### config.mk
export PLATFORM = sky130hd
export DESIGN_NAME = regfile8_sync
export DESIGN_NICKNAME = d
export VERILOG_FILES = /design/src/rtl/regfile8_sync.sv
export SDC_FILE = /design/constraint.sdc
export NUM_CORES = 1
export LEC_CHECK = 0
export ABC_AREA = 1
export CAP_MARGIN = 40
export CORE_MARGIN = 5
export CORE_UTILIZATION = 58
export CTS_BUF_LIST = sky130_fd_sc_hd__clkbuf_16
export CTS_CLUSTER_DIAMETER = 40
export DETAILED_ROUTE_END_ITERATION = 10
export DONT_BUFFER_PORTS = 1
export PLACE_DENSITY_LB_ADDON = 0.2
export SETUP_SLACK_MARGIN = 0.5
export SYNTH_ARGS = -nofsm -noshare
export SYNTH_HDL_FRONTEND = slang
export SYNTH_SLANG_ARGS = --single-unit
export TNS_END_PERCENT = 10
### constraint.sdc
create_clock -name Clock -period 2.4 [get_ports Clock]
set_input_delay 0.36 -clock Clock [delete_from_list [all_inputs] [get_ports Clock]]
set_output_delay 0.36 -clock Clock [all_outputs]
set_load 0.01 [all_outputs]
### src/rtl/regfile8_sync.sv
// regfile8_sync: 8-entry register file with a decoded one-hot write select,
// two independent registered read ports (1-cycle latency) and a
// write-to-read bypass when a read targets the register being written.
module regfile8_sync #(
    parameter int WIDTH = 16
) (
    input  logic             Clock,
    input  logic             Resetn,
    input  logic             WrEn,
    input  logic [2:0]       WrAddr,
    input  logic [WIDTH-1:0] WrData,
    input  logic             RdEnA,
    input  logic [2:0]       RdAddrA,
    input  logic             RdEnB,
    input  logic [2:0]       RdAddrB,
    output logic [WIDTH-1:0] DataA,
    output logic             ValidA,
    output logic [WIDTH-1:0] DataB,
    output logic             ValidB,
    output logic [7:0]       WrOneHot
);

    // Storage and per-port combinational read sources.
    logic [WIDTH-1:0] regs_r [8];
    logic [7:0]       wr_onehot_s;
    logic [WIDTH-1:0] rd_src_a_s;
    logic [WIDTH-1:0] rd_src_b_s;

    // 3-to-8 decode; any address value outside 0..7 (X/Z) decodes to no write.
    function automatic logic [7:0] decode_wr(input logic en, input logic [2:0] addr);
        logic [7:0] sel;
        sel = 8'h00;
        if (en) begin
            case (addr)
                3'd0:    sel = 8'h01;
                3'd1:    sel = 8'h02;
                3'd2:    sel = 8'h04;
                3'd3:    sel = 8'h08;
                3'd4:    sel = 8'h10;
                3'd5:    sel = 8'h20;
                3'd6:    sel = 8'h40;
                3'd7:    sel = 8'h80;
                default: sel = 8'h00;
            endcase
        end else begin
            sel = 8'h00;
        end
        return sel;
    endfunction

    // Write select is forced to zero while reset is asserted.
    always_comb begin
        wr_onehot_s = 8'h00;
        if (Resetn) begin
            wr_onehot_s = decode_wr(WrEn, WrAddr);
        end else begin
            wr_onehot_s = 8'h00;
        end
    end

    assign WrOneHot = wr_onehot_s;

    // Port A read source: bypass the in-flight write data on address match.
    always_comb begin
        rd_src_a_s = regs_r[RdAddrA];
        if (wr_onehot_s[RdAddrA]) begin
            rd_src_a_s = WrData;
        end else begin
            rd_src_a_s = regs_r[RdAddrA];
        end
    end

    // Port B read source: same bypass rule as port A.
    always_comb begin
        rd_src_b_s = regs_r[RdAddrB];
        if (wr_onehot_s[RdAddrB]) begin
            rd_src_b_s = WrData;
        end else begin
            rd_src_b_s = regs_r[RdAddrB];
        end
    end

    // Register array: cleared by reset, otherwise written through the one-hot select.
    always_ff @(posedge Clock) begin
        if (!Resetn) begin
            for (int k = 0; k < 8; k++) begin
                regs_r[k] <= '0;
            end
        end else begin
            for (int k = 0; k < 8; k++) begin
                if (wr_onehot_s[k]) begin
                    regs_r[k] <= WrData;
                end
            end
        end
    end

    // Port A output register: capture on request, hold data and drop valid otherwise.
    always_ff @(posedge Clock) begin
        if (!Resetn) begin
            DataA  <= '0;
            ValidA <= 1'b0;
        end else if (RdEnA) begin
            DataA  <= rd_src_a_s;
            ValidA <= 1'b1;
        end else begin
            ValidA <= 1'b0;
        end
    end

    // Port B output register: independent copy of the port A behaviour.
    always_ff @(posedge Clock) begin
        if (!Resetn) begin
            DataB  <= '0;
            ValidB <= 1'b0;
        end else if (RdEnB) begin
            DataB  <= rd_src_b_s;
            ValidB <= 1'b1;
        end else begin
            ValidB <= 1'b0;
        end
    end

endmodule
==> impl_results.md <==
* Cell types with the highest counts after synthesis: nand2_1 (227), edfxtp_1 (128), inv_1 (128), nor2_1 (128), o21ai_0 (125)
* Worst stage delay on the critical path at ~340 ps
* Summed instance area of the synthesized netlist at ~9000 um^2
* Mean instance size in the synthesized netlist at slightly above 8 um^2
* Capture endpoint of the worst hold path: ValidB
* Startpoint Class: primary input
* Worst R2R Start: regs_r[0][3]
* Post-Synthesis Net Count at between 1000 and 1500
* Vias in the first global route at between 7000 and 8000
* Clock power frac at around two fifths
* Top FF cell, synth: edfxtp_1
* Fraction of layout cells with a size suffix above 1 at roughly 11%
* Max-Slew Margin vs Limit at between 60% and 70%
* Endpoint of the worst-slack reg-to-reg timing path: DataA[3]
* Asr flop ratio synth at 0%
* Design internal power at around 5.3 mW
* I/O pin count at a little over 70
* All-layer global routing usage at between 20% and 30%
* Setup repair after global routing missed its margin: no
* Mapped Cells at approximately 1100
* Area leader, netlist: edfxtp_1
* Status: finished, final reports clean
* Count of antenna diodes in the layout at 0
* Area share of the largest cell type after synthesis at around 43%
* Drt total wl at between 20 and 30 mm
* Kind of cell with the highest combined delay on the critical path: simple AND/OR/NAND/NOR gates
* CP Buf/Inv Count at 1
* Count of nets after finishing at 1100
* P_sw at approximately 1.8 mW
* Number of clock sinks at around 160
* Maximum achievable frequency at 0.649 GHz
* Worst min-delay path startpoint: RdEnB
* Number of setup violations in the final report at 0
* Max-cap violation count at 0
* Starting density of the core at between 50% and 60%
* Cells resized by post-CTS repair at 0
* Worst clock skew on the final layout at around 7.5 ps
* Number of flops mapped to enable cells by yosys at around 130
* Min Tclk post-route at 1540 ps
* Full die area at 17900 um^2
* HP Class: in -> reg
* Vias/cell at roughly 6.0
* Average routed wire per standard cell at between 15 and 20 um
* Num rows at 45
* Number of violations reported at the end of detailed-routing iteration 0 at between 1000 and 1500
* Setup_tns at 0 ps
* Peak VDD IR at 507 uV
* Pin slew with the least headroom to its limit at roughly 550 ps
* Postcts setup bufs at 0
* Crit path max-delay cell type: nand3_2
* Fin crit share at roughly 64%
* Area growth from synthesis to layout at 8.14%
* IO buf count at 0
* Switching power as a share of total power at 25.6%
* Detailed Routing Iterations Pass 1 at 8
* Total power density per cell area at about 730 nW/um^2
* Number of buffers created by CTS at 17
* Yosys warnings at 0
* H-Tree Depth at 4
* Multi-input logic area at between 3000 and 4000 um^2
* Critical-path maximum fanout at between 70 and 80
* Vertical die dimension at 134 um
* Largest cells by area after synthesis: edfxtp_1 (43%), nand2_1 (9.6%), dfxtp_1 (7.7%), o21ai_0 (7.0%), inv_1 (5.4%)
* Initial antenna violation count at 0
* Synthesis-stage register bit count at 162
* Total number of vias at approximately 7600
* Cells along the critical path: inv_2, nand2_1, nand3_1, nand3_2, nand2_4, nand2_1, nand3_1, a21oi_1
* DRC violations left at 0
* P_leak at 4.04 nW
* Critical Path End Type: flip-flop
* DP HPWL at around 16 mm
* Root buffer cell: clkbuf_16
* Wire length of the first global-routing pass at approximately 39 mm
* Most common cell in the netlist: nand2_1
* Required time of the critical path at ~2700 ps
* Worst Path Class, Setup: in -> reg
* Gpl congestion at slightly below 0.9
* Arrival time at the worst endpoint at ~1800 ps
* Pin count of the biggest net entering global routing at roughly 80
* Clock latency on the worst-skew pair at between 400 and 500 ps
* GRT Residual Overflow at 0
* Area inside the core boundary at 15100 um^2
* Count of final max-slew check failures at 0
* Sequential cell area at roughly 4500 um^2
* Antenna-violating nets left at 0
* Fill cell instance count of the final layout at ~1300
* CTS tree: done
* Proportion of power drawn by combinational gates at around 12%
* Power after layout at ~7.1 mW
* Buffer levels on the longest clock path at 2
* Length in cells of the worst reg-to-reg path at 8
* Hold violation count in the final report at 0
* Die Wd at about 130 um
* Hold buffer count at CTS at 0
* Sequential power share at a little under half
* Number of distinct library cell variants in the gate-level netlist after synthesis at 23
* Share of synthesized area occupied by flip-flops and latches at between 50 and 60%
* Register-to-register path setup slack at between 1000 and 1500 ps
* Worst hold path cell count at 2
* Clock input transition at the sequential cells of the worst setup and hold paths at about 60 ps
==> state kept, by name, indices dropped and copies added (netlist names) <==
| name | cells |
|---|---|
| regs_r | 128 |
| ValidA | 1 |
| ValidB | 1 |
| DataB | 16 |
| DataA | 16 |
==> power by group through the flow <==
stage,sequential (mW),clock [mW],combinational [mW]
floorplan,3.39,0,0.699
global route,3.38,2.98,0.951
global placement,3.41,0,0.822
detailed placement,3.42,0,0.836
CTS,3.36,2.83,0.844
finish,3.36,2.84,0.862
==> layout by cell type (no fill, tap or decap), drive strengths merged <==
cell	Yosys	final
clkbuf	35	17
nor2	132	132
clkinvlp	0	5
dfxtp	34	34
o21ai	134	134
a21oi	73	73
o211ai	49	49
nand3	90	90
clkinv	2	6
edfxtp	128	128
bufinv	0	4
buf	40	25
inv	135	137
nand2	249	249
==> layer usage <==
layer	GRT usage, %	part of all wire (%)	vias to the layer above
li1	-	-	3578
met1	37.6	40	3509
met2	44.8	46	467
met3	7.01	12	54
met4	8.97	2.2	0
met5	0	0	-
==> area by class of cell <==
type,instances,share of cell area (%)
Clock inverter,15,1.99
Timing Repair Buffer,25,2.21
Sequential cell,162,47.0
Tap cell,188,2.45
Clock buffer,17,4.42
Inverter,137,5.35
Multi-Input combinational cell,727,36.6
==> worst reg2reg max path, cell delays in order (launching register included) <==
cell and delay (ps):
edfxtp_1 380, o21ai_0 280, o21ai_1 110, nand2_1 80, nand2_1 70, inv_1 120
nand2_1 70, nand3_1 80, a21oi_1 60
==> per-stage QoR <==
| stage | utilization [%] | instances | area, um^2 | setup slack (ps) | hold slack, ps |
|---|---|---|---|---|---|
| floorplan | - | 1101 | 8890 | 590 | 489 |
| global placement | 59.4 | 1239 | 9000 | 535 | 459 |
| detailed placement | 59.4 | 1239 | 9000 | 491 | 465 |
| CTS | 63.5 | 1271 | 9620 | 926 | 24.4 |
| global route | 63.5 | 1271 | 9620 | 709 | 26.5 |
| finish | 63.5 | 1271 | 9620 | 858 | 29.8 |
==> worst max-delay path by stage <==
stage	end	start	depth (start not counted)	slack [ps]
global route	DataA[0]	WrEn	10	710
global placement	DataB[8]	WrEn	10	540
finish	DataB[8]	RdAddrB[0]	8	860
floorplan	regs_r[7][0]	Resetn	4	590
detailed placement	DataB[8]	WrEn	10	490
CTS	DataB[8]	WrEn	10	930
==> cell families after synthesis <==
group                  after synthesis  synth area share [%]
and+or+nand+nor                    471                  23.3
AOI/OAI and AO/OA                  256                  16.2
buffers and inverters              212                  9.65
DFF                                162                  50.9
(Power assumes the default switching activity.)
